## src/rtl/mac_serial2d_pkg.sv

```systemverilog
// Shared types and constants for the 2D multi-4bit-serial MAC operand sequencer.
// Holds the operand/digit widths, the operating-mode encoding, the per-step
// control payload and helpers that map a mode to its digit counts.
package mac_serial2d_pkg;

    localparam int unsigned N_WIDTH    = 4;
    localparam int unsigned DATA_WIDTH = 8;
    localparam int unsigned DIGITS     = DATA_WIDTH / N_WIDTH;
    localparam int unsigned SEL_WIDTH  = $clog2(DIGITS);
    // Digit counts and diagonal indices need one bit more than a digit select.
    localparam int unsigned CNT_WIDTH  = SEL_WIDTH + 1;

    typedef logic [CNT_WIDTH-1:0] cnt_t;

    typedef enum logic [2:0] {
        MODE_8X8 = 3'b000,
        MODE_8X4 = 3'b001,
        MODE_4X4 = 3'b111
    } mode_e;

    typedef enum logic {
        ST_IDLE = 1'b0,
        ST_RUN  = 1'b1
    } state_e;

    // Control presented to the MAC for one serial step.
    typedef struct packed {
        logic [SEL_WIDTH-1:0] a_sel;
        logic [SEL_WIDTH-1:0] w_sel;
        logic                 sign_ctr;
        logic                 shift_ctr;
        logic                 rst_mult;
    } step_t;

    function automatic logic mode_legal(logic [2:0] mode);
        return (mode == MODE_8X8) || (mode == MODE_8X4) || (mode == MODE_4X4);
    endfunction

    // Returns {m, n}: activation digits and weight digits. Unknown modes fall back to full width.
    function automatic logic [2*CNT_WIDTH-1:0] digits_of(mode_e mode);
        case (mode)
            MODE_8X4: return {CNT_WIDTH'(DIGITS), CNT_WIDTH'(1)};
            MODE_4X4: return {CNT_WIDTH'(1), CNT_WIDTH'(1)};
            default:  return {CNT_WIDTH'(DIGITS), CNT_WIDTH'(DIGITS)};
        endcase
    endfunction

endpackage

```

## src/rtl/mac_serial2d_seq_if.sv

```systemverilog
// Operand/step bus between an upstream source and the serial-MAC sequencer.
// master: operand source (drives mode, in_valid, w_in, a_in; sees everything else).
// slave : sequencer (drives in_ready, held operands, step controls, status).
// Optional perf_ops/perf_busy exist when MAC_SERIAL2D_SEQ_PERF_CNT_EN is defined.
interface mac_serial2d_seq_if;
    import mac_serial2d_pkg::*;

    logic [2:0]            mode;
    logic                  in_valid;
    logic                  in_ready;
    logic [DATA_WIDTH-1:0] w_in;
    logic [DATA_WIDTH-1:0] a_in;
    logic [DATA_WIDTH-1:0] w;
    logic [DATA_WIDTH-1:0] a;
    logic [SEL_WIDTH-1:0]  a_sel;
    logic [SEL_WIDTH-1:0]  w_sel;
    logic                  sign_ctr;
    logic                  shift_ctr;
    logic                  rst_mult;
    logic                  mac_en;
    logic                  op_done;
    logic                  mode_err;

`ifdef MAC_SERIAL2D_SEQ_PERF_CNT_EN
    logic [31:0]           perf_ops;
    logic [31:0]           perf_busy;

    modport master (
        output mode, in_valid, w_in, a_in,
        input  in_ready, w, a, a_sel, w_sel, sign_ctr, shift_ctr, rst_mult,
               mac_en, op_done, mode_err, perf_ops, perf_busy
    );

    modport slave (
        input  mode, in_valid, w_in, a_in,
        output in_ready, w, a, a_sel, w_sel, sign_ctr, shift_ctr, rst_mult,
               mac_en, op_done, mode_err, perf_ops, perf_busy
    );
`else
    modport master (
        output mode, in_valid, w_in, a_in,
        input  in_ready, w, a, a_sel, w_sel, sign_ctr, shift_ctr, rst_mult,
               mac_en, op_done, mode_err
    );

    modport slave (
        input  mode, in_valid, w_in, a_in,
        output in_ready, w, a, a_sel, w_sel, sign_ctr, shift_ctr, rst_mult,
               mac_en, op_done, mode_err
    );
`endif

endinterface

```

## src/rtl/mac_serial2d_step_gen.sv

```systemverilog
// Combinational anti-diagonal step walker for the serial MAC.
// Inputs : i (diagonal), j (weight digit), m (activation digits), n (weight digits).
// Outputs: step controls for (i,j), the following (i,j), and last (final step of the op).
// Order  : i = 0..m+n-2, j = max(0,i-m+1)..min(i,n-1).
module mac_serial2d_step_gen
    import mac_serial2d_pkg::*;
(
    input  cnt_t  i,
    input  cnt_t  j,
    input  cnt_t  m,
    input  cnt_t  n,
    output step_t step,
    output cnt_t  i_nxt,
    output cnt_t  j_nxt,
    output logic  last
);

    // One extra bit so i+2 never wraps.
    localparam int unsigned W = CNT_WIDTH + 1;

    logic [W-1:0] i_w, j_w, m_w, n_w;
    logic [W-1:0] j_lo, j_hi, j_lo_nxt;
    logic         last_j;

    always_comb begin
        i_w = W'(i);
        j_w = W'(j);
        m_w = W'(m);
        n_w = W'(n);

        // Inner-loop bounds for this diagonal and the first j of the next one.
        j_lo     = (i_w + W'(1) > m_w) ? (i_w + W'(1) - m_w) : '0;
        j_hi     = (i_w < n_w - W'(1)) ? i_w : (n_w - W'(1));
        j_lo_nxt = (i_w + W'(2) > m_w) ? (i_w + W'(2) - m_w) : '0;

        last_j = (j_w == j_hi);
        last   = last_j && (i_w == m_w + n_w - W'(2));

        step.a_sel     = SEL_WIDTH'(i - j);
        step.w_sel     = SEL_WIDTH'(j);
        step.sign_ctr  = (j_w == n_w - W'(1));
        step.shift_ctr = (i != '0) && (j_w == j_lo);
        step.rst_mult  = (i == '0);

        i_nxt = last_j ? CNT_WIDTH'(i_w + W'(1)) : i;
        j_nxt = last_j ? CNT_WIDTH'(j_lo_nxt)    : (j + CNT_WIDTH'(1));
    end

endmodule

```

## src/rtl/mac_serial2d_seq.sv

```systemverilog
// Operand sequencer for the 2D multi-4bit-serial MAC.
// Accepts one weight/activation pair per valid/ready handshake and replays it as
// m*n registered steps (a_sel, w_sel, sign_ctr, shift_ctr, rst_mult, mac_en).
// Ports: clk_fast, rst (synchronous, active-high), bus (mac_serial2d_seq_if.slave).
// Optional: MAC_SERIAL2D_SEQ_PERF_CNT_EN adds saturating perf_ops / perf_busy counters.
module mac_serial2d_seq #(
    parameter int unsigned DATA_WIDTH = 8,
    parameter int unsigned N_WIDTH    = 4,
    parameter int unsigned SEL_WIDTH  = 1
) (
    input logic               clk_fast,
    input logic               rst,
    mac_serial2d_seq_if.slave bus
);
    import mac_serial2d_pkg::*;

    localparam int unsigned DIG   = DATA_WIDTH / N_WIDTH;
    localparam int unsigned CNT_W = $clog2(DIG) + 1;

    state_e                state_q, state_d;
    logic                  rdy_en_q, rdy_en_d;
    logic [DATA_WIDTH-1:0] w_q, w_d, a_q, a_d;
    logic [CNT_W-1:0]      m_q, m_d, n_q, n_d;
    logic [CNT_W-1:0]      nxt_i_q, nxt_i_d, nxt_j_q, nxt_j_d;
    step_t                 step_q, step_d;
    logic                  last_q, last_d;
    logic                  mac_en_q, mac_en_d;
    logic                  op_done_q, op_done_d;
    logic                  mode_err_q, mode_err_d;

    logic                  in_ready_c, accept, load, issue;
    cnt_t                  mode_m, mode_n;
    logic [CNT_W-1:0]      ld_i, ld_j, ld_m, ld_n;
    step_t                 gen_step;
    cnt_t                  gen_i_nxt, gen_j_nxt;
    logic                  gen_last;

    assign {mode_m, mode_n} = digits_of(mode_e'(bus.mode));

    // Ready in IDLE and during the final step, held low until the first cycle after reset.
    assign in_ready_c = rdy_en_q && ((state_q == ST_IDLE) || last_q);
    assign accept     = bus.in_valid && in_ready_c;

    // Choose the step to load into the output registers at the next edge.
    always_comb begin
        load  = 1'b0;
        issue = 1'b0;
        case (state_q)
            ST_IDLE: load = accept;
            ST_RUN: begin
                if (last_q) load  = accept;
                else        issue = 1'b1;
            end
            default: ;
        endcase
        ld_i = load ? '0 : nxt_i_q;
        ld_j = load ? '0 : nxt_j_q;
        ld_m = load ? CNT_W'(mode_m) : m_q;
        ld_n = load ? CNT_W'(mode_n) : n_q;
    end

    mac_serial2d_step_gen u_step_gen (
        .i     (cnt_t'(ld_i)),
        .j     (cnt_t'(ld_j)),
        .m     (cnt_t'(ld_m)),
        .n     (cnt_t'(ld_n)),
        .step  (gen_step),
        .i_nxt (gen_i_nxt),
        .j_nxt (gen_j_nxt),
        .last  (gen_last)
    );

    // Next-state and registered outputs.
    always_comb begin
        state_d    = ST_IDLE;
        rdy_en_d   = 1'b1;
        w_d        = w_q;
        a_d        = a_q;
        m_d        = m_q;
        n_d        = n_q;
        nxt_i_d    = nxt_i_q;
        nxt_j_d    = nxt_j_q;
        step_d     = '0;
        last_d     = 1'b0;
        mac_en_d   = 1'b0;
        op_done_d  = (state_q == ST_RUN) && last_q;
        mode_err_d = mode_err_q;

        if (load) begin
            w_d = bus.w_in;
            a_d = bus.a_in;
            if (!mode_legal(bus.mode)) mode_err_d = 1'b1;
        end

        if (load || issue) begin
            state_d  = ST_RUN;
            step_d   = gen_step;
            last_d   = gen_last;
            nxt_i_d  = CNT_W'(gen_i_nxt);
            nxt_j_d  = CNT_W'(gen_j_nxt);
            m_d      = ld_m;
            n_d      = ld_n;
            mac_en_d = 1'b1;
        end
    end

    always_ff @(posedge clk_fast) begin
        if (rst) begin
            state_q    <= ST_IDLE;
            rdy_en_q   <= 1'b0;
            w_q        <= '0;
            a_q        <= '0;
            m_q        <= '0;
            n_q        <= '0;
            nxt_i_q    <= '0;
            nxt_j_q    <= '0;
            step_q     <= '0;
            last_q     <= 1'b0;
            mac_en_q   <= 1'b0;
            op_done_q  <= 1'b0;
            mode_err_q <= 1'b0;
        end else begin
            state_q    <= state_d;
            rdy_en_q   <= rdy_en_d;
            w_q        <= w_d;
            a_q        <= a_d;
            m_q        <= m_d;
            n_q        <= n_d;
            nxt_i_q    <= nxt_i_d;
            nxt_j_q    <= nxt_j_d;
            step_q     <= step_d;
            last_q     <= last_d;
            mac_en_q   <= mac_en_d;
            op_done_q  <= op_done_d;
            mode_err_q <= mode_err_d;
        end
    end

    assign bus.in_ready  = in_ready_c;
    assign bus.w         = w_q;
    assign bus.a         = a_q;
    assign bus.a_sel     = SEL_WIDTH'(step_q.a_sel);
    assign bus.w_sel     = SEL_WIDTH'(step_q.w_sel);
    assign bus.sign_ctr  = step_q.sign_ctr;
    assign bus.shift_ctr = step_q.shift_ctr;
    assign bus.rst_mult  = step_q.rst_mult;
    assign bus.mac_en    = mac_en_q;
    assign bus.op_done   = op_done_q;
    assign bus.mode_err  = mode_err_q;

`ifdef MAC_SERIAL2D_SEQ_PERF_CNT_EN
    logic [31:0] perf_ops_q, perf_ops_d, perf_busy_q, perf_busy_d;

    // Saturating activity counters.
    always_comb begin
        perf_ops_d  = perf_ops_q;
        perf_busy_d = perf_busy_q;
        if (op_done_d && (perf_ops_q != '1))  perf_ops_d  = perf_ops_q + 32'd1;
        if (mac_en_d && (perf_busy_q != '1)) perf_busy_d = perf_busy_q + 32'd1;
    end

    always_ff @(posedge clk_fast) begin
        if (rst) begin
            perf_ops_q  <= '0;
            perf_busy_q <= '0;
        end else begin
            perf_ops_q  <= perf_ops_d;
            perf_busy_q <= perf_busy_d;
        end
    end

    assign bus.perf_ops  = perf_ops_q;
    assign bus.perf_busy = perf_busy_q;
`endif

endmodule

```

## src/flat_wrapper.sv

```systemverilog
// flat-port wrapper written by rule: the top's interface ports become plain ports
module mac_serial2d_seq_flat import mac_serial2d_pkg::*;
#(
    parameter int unsigned DATA_WIDTH = 8,
    parameter int unsigned N_WIDTH    = 4,
    parameter int unsigned SEL_WIDTH  = 1
)
  (clk_fast, rst, bus_mode, bus_in_valid, bus_w_in, bus_a_in, bus_in_ready, bus_w, bus_a, bus_a_sel, bus_w_sel, bus_sign_ctr, bus_shift_ctr, bus_rst_mult, bus_mac_en, bus_op_done, bus_mode_err);
  mac_serial2d_seq_if bus_i ();
  input logic clk_fast;
  input logic rst;
  input wire logic [$bits(bus_i.mode)-1:0] bus_mode;
  input wire logic [$bits(bus_i.in_valid)-1:0] bus_in_valid;
  input wire logic [$bits(bus_i.w_in)-1:0] bus_w_in;
  input wire logic [$bits(bus_i.a_in)-1:0] bus_a_in;
  output wire logic [$bits(bus_i.in_ready)-1:0] bus_in_ready;
  output wire logic [$bits(bus_i.w)-1:0] bus_w;
  output wire logic [$bits(bus_i.a)-1:0] bus_a;
  output wire logic [$bits(bus_i.a_sel)-1:0] bus_a_sel;
  output wire logic [$bits(bus_i.w_sel)-1:0] bus_w_sel;
  output wire logic [$bits(bus_i.sign_ctr)-1:0] bus_sign_ctr;
  output wire logic [$bits(bus_i.shift_ctr)-1:0] bus_shift_ctr;
  output wire logic [$bits(bus_i.rst_mult)-1:0] bus_rst_mult;
  output wire logic [$bits(bus_i.mac_en)-1:0] bus_mac_en;
  output wire logic [$bits(bus_i.op_done)-1:0] bus_op_done;
  output wire logic [$bits(bus_i.mode_err)-1:0] bus_mode_err;
  assign bus_i.mode = bus_mode;
  assign bus_i.in_valid = bus_in_valid;
  assign bus_i.w_in = bus_w_in;
  assign bus_i.a_in = bus_a_in;
  assign bus_in_ready = bus_i.in_ready;
  assign bus_w = bus_i.w;
  assign bus_a = bus_i.a;
  assign bus_a_sel = bus_i.a_sel;
  assign bus_w_sel = bus_i.w_sel;
  assign bus_sign_ctr = bus_i.sign_ctr;
  assign bus_shift_ctr = bus_i.shift_ctr;
  assign bus_rst_mult = bus_i.rst_mult;
  assign bus_mac_en = bus_i.mac_en;
  assign bus_op_done = bus_i.op_done;
  assign bus_mode_err = bus_i.mode_err;
  mac_serial2d_seq #(.DATA_WIDTH(DATA_WIDTH), .N_WIDTH(N_WIDTH), .SEL_WIDTH(SEL_WIDTH)) u_core (.clk_fast(clk_fast), .rst(rst), .bus(bus_i));
endmodule
```

## config.mk

```make
export PLATFORM = sky130hd
export DESIGN_NAME = mac_serial2d_seq_flat
export DESIGN_NICKNAME = d
export VERILOG_FILES = /design/src/rtl/mac_serial2d_pkg.sv /design/src/rtl/mac_serial2d_seq_if.sv /design/src/rtl/mac_serial2d_step_gen.sv /design/src/rtl/mac_serial2d_seq.sv /design/src/flat_wrapper.sv
export SDC_FILE = /design/constraint.sdc
export NUM_CORES = 1
export LEC_CHECK = 0
export CORE_MARGIN = 2
export CORE_UTILIZATION = 48
export DETAILED_ROUTE_END_ITERATION = 8
export PLACE_DENSITY = 0.76
export SLEW_MARGIN = 5
export SYNTH_ARGS = -nofsm -noshare
export SYNTH_HDL_FRONTEND = slang
export SYNTH_SLANG_ARGS = --single-unit
```

## constraint.sdc

```tcl
create_clock -name clk_fast -period 2.6 [get_ports clk_fast]
set_input_delay 0.26 -clock clk_fast [delete_from_list [all_inputs] [get_ports clk_fast]]
set_output_delay 0.26 -clock clk_fast [all_outputs]
set_load 0.005 [all_outputs]
```

==> results of run 1 <==
-- report_power, final --
part	leakage, nW	internal [mW]	switching [mW]
registers	0.278	0.552	0.0355
clock network	0.0431	0.204	0.168
logic	0.662	0.207	0.201
total	0.983	0.963	0.404
-- critical path, delay by kind of cell --
family                     cells  cell delay, ns
AOI/OAI and AO/OA              6            1.07
and+or+nand+nor                2            0.54
buffers and inverters          1            0.44
adders and majority gates      1            0.33
-- how the worst max path moves through the flow --
stage | start | to | slack, ns | cells past startpoint
after detailed placement | bus_in_valid | u_core.bus.shift_ctr | -0.12 | 9
after global placement | bus_in_valid | u_core.bus.shift_ctr | -0.09 | 9
after CTS | u_core.last_q | u_core.bus.shift_ctr | 0.11 | 9
after global routing | u_core.last_q | u_core.bus.shift_ctr | 0.006 | 11
after floorplan | u_core.last_q | u_core.bus.shift_ctr | 0.29 | 11
final | bus_mode[2] | u_core.last_q | 0.15 | 10
-- routing by layer --
layer / up-vias / GRT usage [%]
met4: 0 / 6.38
met5: - / 0
li1: 839 / -
met3: 2 / 4.34
met2: 55 / 34.9
met1: 756 / 26.3
-- logic make-up after synthesis --
kind of cell	synth area share [%]
fa+ha+maj	7.49
compound gates	23.1
flops	38.4
xor+xnor	3.46
buf+inv	5.93
simple gates	21.6
-- repair_timing --
item                       4_1_cts  5_1_grt
setup buffers                    0        0
setup endpoints to repair        0        4
resized for setup                0        4
-- stage by stage --
| step | TNS, ns | power, mW | cell area, um2 |
|---|---|---|---|
| 2_1_floorplan | 0 | 0.854 | 1770 |
| 3_3_place_gp | -0.175 | 0.988 | 2380 |
| 3_5_place_dp | -0.382 | 0.994 | 2380 |
| 4_1_cts | 0 | 1.37 | 2460 |
| 5_1_grt | 0 | 1.44 | 2480 |
| 6_report | 0 | 1.37 | 2480 |
-- cells in the final DEF (no fill, tap or decap), drive strengths merged, types with 2 or more instances in the layout --
master / netlist / routed
clkdlybuf4s50: 0 / 46
nand2: 45 / 45
dfxtp: 34 / 34
a21oi: 26 / 26
buf: 6 / 20
inv: 12 / 12
nor2: 10 / 10
o21ai: 10 / 10
ha: 9 / 9
clkbuf: 4 / 6
xnor2: 4 / 4
and2: 3 / 3
o211ai: 3 / 3
xor2: 3 / 3
nand3: 3 / 3
or2: 2 / 2
o21bai: 2 / 2
a31oi: 2 / 2
and3: 2 / 2
a311o: 2 / 2
nand2b: 2 / 2
nor4: 2 / 2
nor3b: 2 / 2
-- state kept, by name (all words and copies together) (netlist names), 2 cells and up --
register,cells
u_core.nxt_i_q,2
u_core.bus.a,8
u_core.n_q,2
u_core.m_q,2
u_core.bus.w,8
u_core.nxt_j_q,2
-- cell type report --
cell class / instances / area share (%)
tap: 48 / 2.42
sequential: 34 / 27.4
inverter: 12 / 1.81
timing repair buffer: 66 / 24.6
clock buffer: 6 / 3.32
multi-input combinational: 151 / 40.5
==> results by stage, run 1 <==
CTS:
- The clock passes through at most 2 buffers.
- Hold repair after CTS inserted 0 buffers.
- After clock tree synthesis, the clock-pin slew on the worst setup and hold paths is 0.06 ns.
- The H-tree was split into 2 levels.
- The total clock buffers created by CTS is 5.
- The TritonCTS clock tree is yes.
- The master cell of the clock root buffer is clkbuf_8.
- The clock net sink count is 34.
- Clock latency on the worst-skew pair, taken at its later pin, is 0.28 ns.

Critical path:
- STA classifies the critical path startpoint as a primary input.
- At the worst endpoint, the arrival time is 2.65 ns.
- The startpoint identified for the worst register-to-register timing path is u_core.last_q.
- The highest fanout seen on the critical path is 6.
- The worst flop-to-flop path endpoint is u_core.bus.shift_ctr.
- The cell occurring most often along the worst timing path is a21oi_2.
- At the worst endpoint, the required time is 2.79 ns.
- The worst setup path is captured at a flip-flop.
- The largest stage delay on the critical path is 0.44 ns.
- The type of the setup path with the least slack is in -> reg.
- The number of cells on the worst reg-to-reg path is 11.
- Among all stages on the critical path, the largest delay is contributed by clkdlybuf4s50_1.
- The setup check on the worst reg-to-reg path leaves a slack of 0.15 ns.
- Walking the worst path, the cells encountered are clkdlybuf4s50_1, or2_1, a211oi_2, o21bai_1, ha_1, o211ai_1, a21oi_2, a21oi_4, a21oi_2, nor4_2.

Timing:
- The actual transition at the worst max-transition pin is 0.486 ns.
- The final max-slew violation count is 0.
- In the finished design, the share of the clock period the worst path needs comes to 94.4%.
- The count of final setup violators is 0.
- Setup repair after global routing left no endpoint under its margin.
- In this run the tightest slew margin relative to its limit is 67.5%.
- Hold is met by 0.455 ns.
- The smallest setup slack after layout is 0.145 ns.
- The count of endpoints failing hold in the final timing report is 0.
- For the final database, setup skew stands at 0.00643 ns.
- Derived from the worst setup path, the maximum achievable clock frequency is 0.407 GHz.
- The time the worst path needs with I/O delays and setup is 2.45 ns.

Logic synthesis:
- For this run, asynchronously set or reset flops after synthesis account for 0%.
- The most used standard cell by instance count after synthesis is nand2_1.
- The number of enable-type register cells in the synthesized netlist is 0.
- In the synthesized netlist, the cells that appear most often are nand2_1 (45), dfxtp_1 (34), a21oi_1 (22), inv_1 (11).
- In the post-synthesis netlist, the biggest area contributors are dfxtp_1 (38%), nand2_1 (9.5%), ha_1 (6.4%), a21oi_1 (6.2%), inv_1 (2.3%).
- When the netlist entered floorplanning its net count stood at 239.
- The synthesized design devotes to its leading area cell type 38.4% of total area.
- The netlist uses 52 different library cells.
- The portion of the post-synthesis area used by sequential elements is 38.4%.
- The average size of a mapped cell is 8.56 um2.
- In this run, synthesis produced a sequential element count of 34.
- The cell area after synthesis is 1770 um2.
- The cell count after synthesis came out at 207.
- The most instantiated flip-flop cell in the synthesis netlist is dfxtp_1.
- The cell type with the largest total area after synthesis is dfxtp_1.
- The number of warnings printed during yosys synthesis is 0.

GRT:
- The first-pass GRT wire length is 6670 um.
- Entering global routing, the biggest net connects 21 pins.
- Summed over all layers, the global routing overflow is 0.
- The number of antenna violations at the first check in global routing is 0.
- The via count of the first global-routing pass is 1495.
- The overall global routing resource usage is 20.6%.

Finish:
- In the final layout, the share of cells above drive strength 1 is 16.4%.
- The post-layout instance count excluding filler cells is 317.
- The multi-input combinational cells in the finished layout cover a total of 1000 um2.
- Once layout is complete, the utilization of the core stands at 68.9%.
- The area added between synthesis and finish is 40.2%.
- 0 antenna diodes ended up in the layout.
- The sequential cell area in the final layout is 681 um2.
- For this run, the post-layout net count is 302.
- Fill cells in the final layout number 290.

Die:
- The number of standard-cell rows in the floorplan is 22.
- The top-level I/O count is 47.
- The die extent in y is 64.8 um.
- The starting density of the core is 49.1%.
- The area of the die is 4190 um2.
- The area inside the core boundary is 3610 um2.
- Measured along the x axis, the die boundary spans 64.8 um.

Routing:
- The detailed-route via count is 1652.
- The first detailed-routing pass ran for 4 iterations.
- In the final routed layout, each cell accounts on average for 13.3 um.
- In this run the top signal layer used is met4.
- The initial detailed-routing violation count is 83.
- The detailed-route vias per instance is 5.21.
- In the final routing, the length of wire on met1 measures 1910 um.
- Wires add up to 4210 um.
- Wire segments on met2 add up to 2000 um in the final route.
- The final antenna-violating net count is 0.
- The met3 routed wirelength is 273 um.
- The post-route DRC violation count is 0.

Place:
- The number of cells after detailed placement is 311.
- At the end of routability-driven placement, the weighted congestion stood at 0.839.
- At the placement stage, the worst setup path has a slack of -0.121 ns.
- The detailed placement HPWL is 3160 um.
- The count of buffers inserted at the top-level ports is 46.

Status:
- The flow ran to the end, and the final reports show no timing, DRC or antenna violations.

Hold path:
- The worst hold path endpoint is u_core.bus.w[5].
- The classification of the worst-slack hold path is reg -> reg.
- The worst hold path was traced through 2 stages.
- The worst hold path begins at u_core.bus.w[5].

Power and ir drop:
- Power spread over the standard cell area amounts to 550 nW/um2.
- The worst ir drop on vdd is 0.000321 V.
- The leakage power summed over all cells is 0.983 nW.

Run:
- The number of max-cap violations is 0.
Power figures use the tool's default switching activity.
==> run 2: changes to the inputs <==
Settings changed: ABC_AREA set to 1, CORE_UTILIZATION 48 to 47.
==> run 2 against run 1 <==
  * Total power rose by 4.0%
  * Sequential power is 1% lower
  * Global-route usage fell by 0.31 points
  * Sequential share of layout area grew 1.8 points
  * Combinational power grew 14%
  * Critical path type is now reg -> reg
  * Largest cell class unchanged
  * Largest power group unchanged
  * Highest routed layer unchanged
==> results by stage, run 2 <==
Status:
- The flow ran to the end, and the final reports show no timing, DRC or antenna violations.

Die:
- Pin placement for this block handled 47 I/O pins.
- The die span in x is 64.0 um.
- The die covers 4090 um2.
- The core region is 3390 um2.
- In this run the core area contains 21 standard-cell rows.
- In this run the vertical extent of the chip is 64.0 um.
- The starting density of the core is 49.9%.

Finish:
- The count of fill cells added during filler insertion is 283.
- The sequential cell area in the final layout is 681 um2.
- In the final layout, the share of cells above drive strength 1 is 12.6%.
- Excluding fillers, the count of instances in the completed layout stands at 315.
- Leaving out fill and tap cells, the most frequent cells in the layout are nand2_1 (58), clkdlybuf4s50_1 (46), dfxtp_1 (34).
- The area added between synthesis and finish is 37.7%.
- The number of nets in the layout is 300.
- The repair_antennas step left the layout with diodes totalling 0.
- The total area of multi-input combinational cells is 912 um2.
- The library cell used most frequently in the layout, excluding fill and tap cells, is nand2_1.

CTS:
- For this design, the sink count on the clock tree is 34.
- After clock tree synthesis, the repair step resized 0 gates.
- The master cell of the clock root buffer is clkbuf_4.
- Buffers added to address setup during post-CTS repair amount to 0.
- The TritonCTS clock tree is yes.
- The later pin in the worst-skew pair is clocked with a latency of 0.34 ns.
- The clock passes through at most 2 buffers.
- The cts-stage hold buffer count is 0.
- The total clock buffers created by CTS is 5.
- Clock-pin slew was measured on the worst setup and hold paths at 0.10 ns.
- In this run the number of H-tree levels came out at 2.

Logic synthesis:
- The area share of the largest cell type after synthesis is 40.3%.
- After Yosys synthesis, full adders, half adders and majority gates account for 7.85% of the synthesized area.
- The synthesized design contains 0 enable-type register cells.
- Of the total synthesized cell area, the portion taken by XOR and XNOR cells is 5.26%.
- The post-synthesis compound-gate area fraction is 9.92%.
- The commonest cells after synthesis are nand2_1 (58), dfxtp_1 (34), a21oi_1 (24), inv_1 (16), nor2_1 (16).
- The multiplexer area fraction after synthesis is 0%.
- nand2_1 is the most common cell in the netlist.
- In the post-synthesis netlist, the biggest area contributors are dfxtp_1 (40%), nand2_1 (13%), a21oi_1 (7.1%), ha_1 (6.7%), inv_1 (3.6%).
- The synthesized netlist devotes 30.9% of its cell area to simple gates.
- The number of synthesized register bits is 34.
- Sequential cells were found to cover 40.3% of the synthesized design area.
- Summing every instance area after synthesis gives 1690 um2.
- Among all flip-flop cells after synthesis, the most frequent one is dfxtp_1.
- The post-synth net total is 244.
- The proportion of synthesized flip-flops having asynchronous set or reset is 0%.
- The synthesized design spends more area on one cell type than any other, namely dfxtp_1.
- The number of distinct library cell variants in the gate-level netlist after synthesis is 30.
- Synthesis produced a netlist whose cell count is 212.
- The average size of a mapped cell is 7.97 um2.
- The number of warnings printed during yosys synthesis is 0.
- By area, the combinational part of the netlist is dominated by simple AND/OR/NAND/NOR gates.

Routing:
- The initial detailed-routing violation count is 68.
- The detailed-route via count is 1560.
- The wire length per cell is 11.9 um.
- The met1 layer wirelength in the final routing is 1710 um.
- The count of nets left with antenna violations once routing finished came out at 0.
- The routed design uses 1780 um of met2 wire.
- In the routed design, unresolved DRC markers number 0.
- The number of detailed-route iterations in the first pass is 4.
- For this block, the routed nets add up to 3730 um of wire.
- The detailed-route vias per instance is 4.95.
- The met3 routed wirelength is 177 um.
- The detailed router used layers up to and including met4.

GRT:
- The number of antenna violations at the first check in global routing is 0.
- The via count of the first global-routing pass was 1493.
- The largest net degree at the start of global routing is 25.
- The global route total overflow is 0.
- For this run, the total global-route usage over all layers was measured as 20.3%.
- The first global-routing pass estimated 6470 um of wire.

Timing:
- Clock skew on the completed layout was measured at 0.0134 ns.
- The smallest setup slack after layout is 0.272 ns.
- The highest clock rate is 0.430 GHz.
- Setup repair after global routing left no endpoint under its margin.
- The count of final setup violators is 0.
- The headroom to the max-slew limit is 79.5%.
- The worst hold slack is 0.455 ns.
- The actual transition at the worst max-transition pin is 0.307 ns.
- The count of endpoints failing hold in the final timing report is 0.
- The time the worst path needs with I/O delays and setup is 2.33 ns.
- The final worst-path cycle share is 89.5%.
- The final max-slew violation count is 0.

Critical path:
- The worst setup path is captured at a flip-flop.
- The critical path startpoint category is a flip-flop.
- The critical path startpoint is u_core.last_q.
- The highest fanout seen on the critical path is 7.
- The data arrival time at the worst-slack endpoint is 2.61 ns.
- Data on the critical path is required at its endpoint by 2.88 ns.
- The type of the setup path with the least slack is reg -> reg.
- The startpoint of the lowest-slack register-to-register path is u_core.last_q.

Run:
- The tool flagged a number of max-cap violations equal to 0.

Place:
- The number of cells after detailed placement is 307.
- Routability-driven placement finished with a final weighted congestion of 0.858.
- The count of buffers inserted at the top-level ports is 46.
- The detailed placement HPWL is 2820 um.
- OpenSTA, run right after detailed placement, puts the worst setup slack at -0.00971 ns.

Power and ir drop:
- The total power is 1.42 mW.
- The cell area power density is 611 nW/um2.
- For this design the static power due to leakage is 0.967 nW.
- The worst ir drop on vdd is 0.000425 V.

Hold path:
- The startpoint of the lowest-slack hold path is u_core.last_q.
- In this run the worst hold path is classified as reg -> reg.
[run 2: cell types whose count changed in the layout (fill, tap and decap cells not counted), moves of 5 or more]
cell,previous run,this run
clkbuf_4,0,5
nand2_4,0,5
clkbuf_8,6,0
buf_4,20,9
inv_1,11,16
nor2_1,9,16
nand2_1,44,58
[run 2: power by group]
group	switching (mW)	total, mW	internal [mW]
sequential	0.0241	0.580	0.556
clock	0.172	0.376	0.204
combinational	0.254	0.466	0.212
total	0.450	1.42	0.972
[run 2: cell families (layout without fill, tap and decap cells)]
| family | Yosys count | in the layout |
|---|---|---|
| xor+xnor | 8 | 8 |
| buf+inv | 26 | 83 |
| simple gates | 103 | 103 |
| fa+ha+maj | 10 | 10 |
| flops | 34 | 34 |
| compound gates | 31 | 31 |
[run 2: metal layers]
layer | global-route usage (%) | up-vias
met5 | 0 | -
met1 | 25.6 | 705
li1 | - | 802
met3 | 5.28 | 7
met4 | 7.34 | 0
met2 | 33.3 | 46
[run 2: final cells by class]
cell class	instances	share of cell area, %
inverters	20	3.22
flip-flops and latches	34	29.2
clock inverters	1	1.29
clock buffers	7	1.93
repair buffers	55	22.7
well taps	46	2.47
multi-input cells	152	39.2
[run 2: through the flow]
| stage | area, um2 | util, % | TNS (ns) |
|---|---|---|---|
| 2_1_floorplan | 1690 | - | 0 |
| 3_3_place_gp | 2250 | 66.5 | 0 |
| 3_5_place_dp | 2250 | 66.5 | -0.0112 |
| 4_1_cts | 2330 | 68.7 | 0 |
| 5_1_grt | 2330 | 68.7 | 0 |
| 6_report | 2330 | 68.7 | 0 |
[run 2: worst paths after layout]
path / to / slack, ns / cells after the start
setup / recovery: u_core.nxt_i_q[1] / 0.27 / 18
hold reg to reg: u_core.bus.op_done / 0.46 / 2
hold / removal: u_core.bus.op_done / 0.46 / 2
setup reg to reg: u_core.nxt_i_q[1] / 0.27 / 18
[run 2: critical path: stages, from the launching register on]
cell     delay, ns
dfxtp_1       0.35
inv_2         0.05
nand2_4       0.09
nand2_4       0.08
nor2_8        0.14
nand2_2       0.07
nand2_2       0.06
inv_1         0.05
ha_1          0.30
inv_1         0.06
nor2_1        0.22
nand3_1       0.11
nand2_1       0.10
nand2_1       0.08
nand2_2       0.11
nand3_4       0.11
nand2_1       0.10
nand3_1       0.08
a21oi_1       0.12
==> run 3: changes to the inputs <==
Settings changed: CORE_MARGIN 2 to unset, SLEW_MARGIN 5 to unset.
==> run 3 against run 2 <==
  * Sequential power about the same
  * Sequential share of layout area barely moved
  * Clock skew up 0.0064 ns
  * Critical path depth is 6 lower
  * Non-clock buffer count increased by 2
  * Critical endpoint is now u_core.bus.shift_ctr
  * Largest power group unchanged
==> results by stage, run 3 (synthesis results as in run 2) <==
Die:
- The floorplan step defined a core boundary enclosing 3390 um2.
- From left edge to right edge, the die measures 62.0 um.
- Row generation in the floorplan step produced 21 rows.
- The initial utilization of the core area, before any placement, comes to 49.9%.
- The top-level I/O count is 47.
- The die extent in y is 62.0 um.
- The area of the die is 3840 um2.

Routing:
- The wire length per cell is 11.0 um.
- The detailed-route vias per instance is 4.74.
- Summed over all layers, the routed wires come to 3490 um.
- The post-route DRC violation count is 0.
- Before antenna repair, the detailed router went through 4 iterations.
- The first routing iteration left 64 violations.
- The final antenna-violating net count is 0.
- The detailed-route via count is 1501.

Run:
- The number of max-cap violations is 0.

GRT:
- The number of antenna violations at the first check in global routing is 0.
- The first global-routing pass estimated 5510 um of wire.
- Entering global routing, the biggest net connects 25 pins.
- The total overflow left after global routing is 0.
- The via count of the first global-routing pass is 1276.
- For this run, the total global-route usage over all layers was measured as 19.7%.

Timing:
- Derived from the worst setup path, the maximum achievable clock frequency is 0.422 GHz.
- The final sum of negative setup slack is 0 ns.
- For the pin with the worst max-slew slack, the measured transition is 0.317 ns.
- The final max-slew violation count is 0.
- The smallest setup slack after layout is 0.231 ns.
- The worst path uses 91.1% of the clock period.
- The count of endpoints failing hold in the final timing report came to 0.
- Setup repair after global routing left no endpoint under its margin.
- The count of final setup violators is 0.
- The clock period could shrink to 2.37 ns.
- In this run the tightest slew margin relative to its limit is 78.8%.
- Across the routed clock network, the largest skew measured is 0.0198 ns.

Place:
- The detailed placement HPWL is 2690 um.
- The worst setup slack before clock tree synthesis is -0.0252 ns.
- At the end of routability-driven placement, the weighted congestion stood at 0.878.
- The count of buffers inserted at the top-level ports is 46.

Finish:
- The share of cells above drive strength 1 is 14.0%.
- The net count of the finished layout is 302.
- Leaving out fill and tap cells, the most frequent cells in the layout are nand2_1 (58), clkdlybuf4s50_1 (46), dfxtp_1 (34).
- The leading cell type in the layout, fill and taps excluded is nand2_1.
- Once layout is complete, the utilization of the core stands at 68.8%.
- 0 antenna diodes ended up in the layout.
- The area added between synthesis and finish is 38.0%.

Critical path:
- At the worst endpoint, the required time is 2.84 ns.
- The worst setup path is of the reg -> reg kind.
- The minimum setup slack among reg-to-reg paths is 0.23 ns.
- The logic depth of the worst register-to-register path is 12.
- The critical path startpoint category is a flip-flop.
- The type of element capturing the critical path is a flip-flop.
- The endpoint identified for the worst register-to-register timing path is u_core.bus.shift_ctr.
- The worst register-to-register path begins at u_core.state_q.
- Data on the critical path arrives at its endpoint at 2.61 ns.
- The highest fanout seen on the critical path is 11.

CTS:
- The H-tree depth reported by CTS is 2.
- The TritonCTS clock tree is yes.
- The number of gates resized after cts is 0.
- For the worst-skew pair, the clock arrives at the later sink with an insertion delay of 0.34 ns.
- The cell sitting at the root of the clock tree is a clkbuf_4.
- The clock-pin slew reported for the worst setup and hold paths after clock tree synthesis is 0.09 ns.
- No sink is reached through more buffers than the 2 on the longest clock path.
- The clock net in this run drives a total of 34 sinks.
- The post-CTS setup-driven buffer insertion count is 0.
- The cts-stage hold buffer count is 0.
- The total clock buffers created by CTS is 5.

Hold path:
- The classification of the worst-slack hold path is reg -> reg.
- The startpoint of the lowest-slack hold path is u_core.last_q.
- Along the worst hold path, the cell count comes to 2.
- The worst hold path endpoint is u_core.bus.op_done.

Power and ir drop:
- The worst-case IR drop observed on VDD is 0.000320 V.
- After layout, the design draws a total of 1.36 mW.
- For this design the static power due to leakage is 0.972 nW.
- The cell area power density is 582 nW/um2.

Status:
- The flow ran to the end, and the final reports show no timing, DRC or antenna violations.
[run 3: layer usage]
metal	wire, um	up-vias	global-route usage [%]
li1	-	805	-
met1	1680	658	26.6
met2	1610	33	30.7
met3	148	5	5.38
met4	45	0	6.03
met5	0	-	0
[run 3: worst max path at each step]
stage	startpoint	to	slack, ns	cells past startpoint
after floorplan	u_core.state_q	u_core.bus.shift_ctr	0.32	12
after global placement	bus_in_valid	u_core.bus.shift_ctr	-0.01	12
after detailed placement	bus_in_valid	u_core.bus.shift_ctr	-0.03	12
after CTS	u_core.state_q	u_core.bus.shift_ctr	0.22	12
after global routing	u_core.last_q	u_core.bus.shift_ctr	0.04	15
final	u_core.state_q	u_core.bus.shift_ctr	0.23	12
[run 3: worst max-delay path, stage by stage, from the launching register on]
cell and delay, ns:
dfxtp_1 0.41, nand2_4 0.10, nand2_4 0.10, nor2_8 0.04, buf_4 0.17, nand2_1 0.10, inv_1 0.06, a21oi_1 0.23
ha_1 0.19, inv_1 0.05, fa_1 0.50, a21oi_1 0.08, nor4_1 0.25
[run 3: area by class of cell]
| class | count | area [um2] |
|---|---|---|
| Inverter | 20 | 75.1 |
| Clock buffer | 6 | 51.3 |
| Multi-Input combinational cell | 152 | 912 |
| Sequential cell | 34 | 681 |
| Fill cell | 283 | 1060 |
| Tap cell | 46 | 57.6 |
| Timing Repair Buffer | 57 | 543 |
| Clock inverter | 2 | 12.5 |
[run 3: metrics by stage]
stage,instances,cell area (um2),hold WS (ns)
floorplan,212,1690,0.403
global placement,309,2270,0.442
detailed placement,309,2270,0.437
CTS,317,2330,0.451
global route,317,2330,0.449
finish,317,2330,0.450
[run 3: power breakdown]
group | switching [mW] | internal (mW) | total (mW)
logic | 0.245 | 0.215 | 0.460
registers | 0.0238 | 0.556 | 0.580
clock network | 0.187 | 0.130 | 0.317
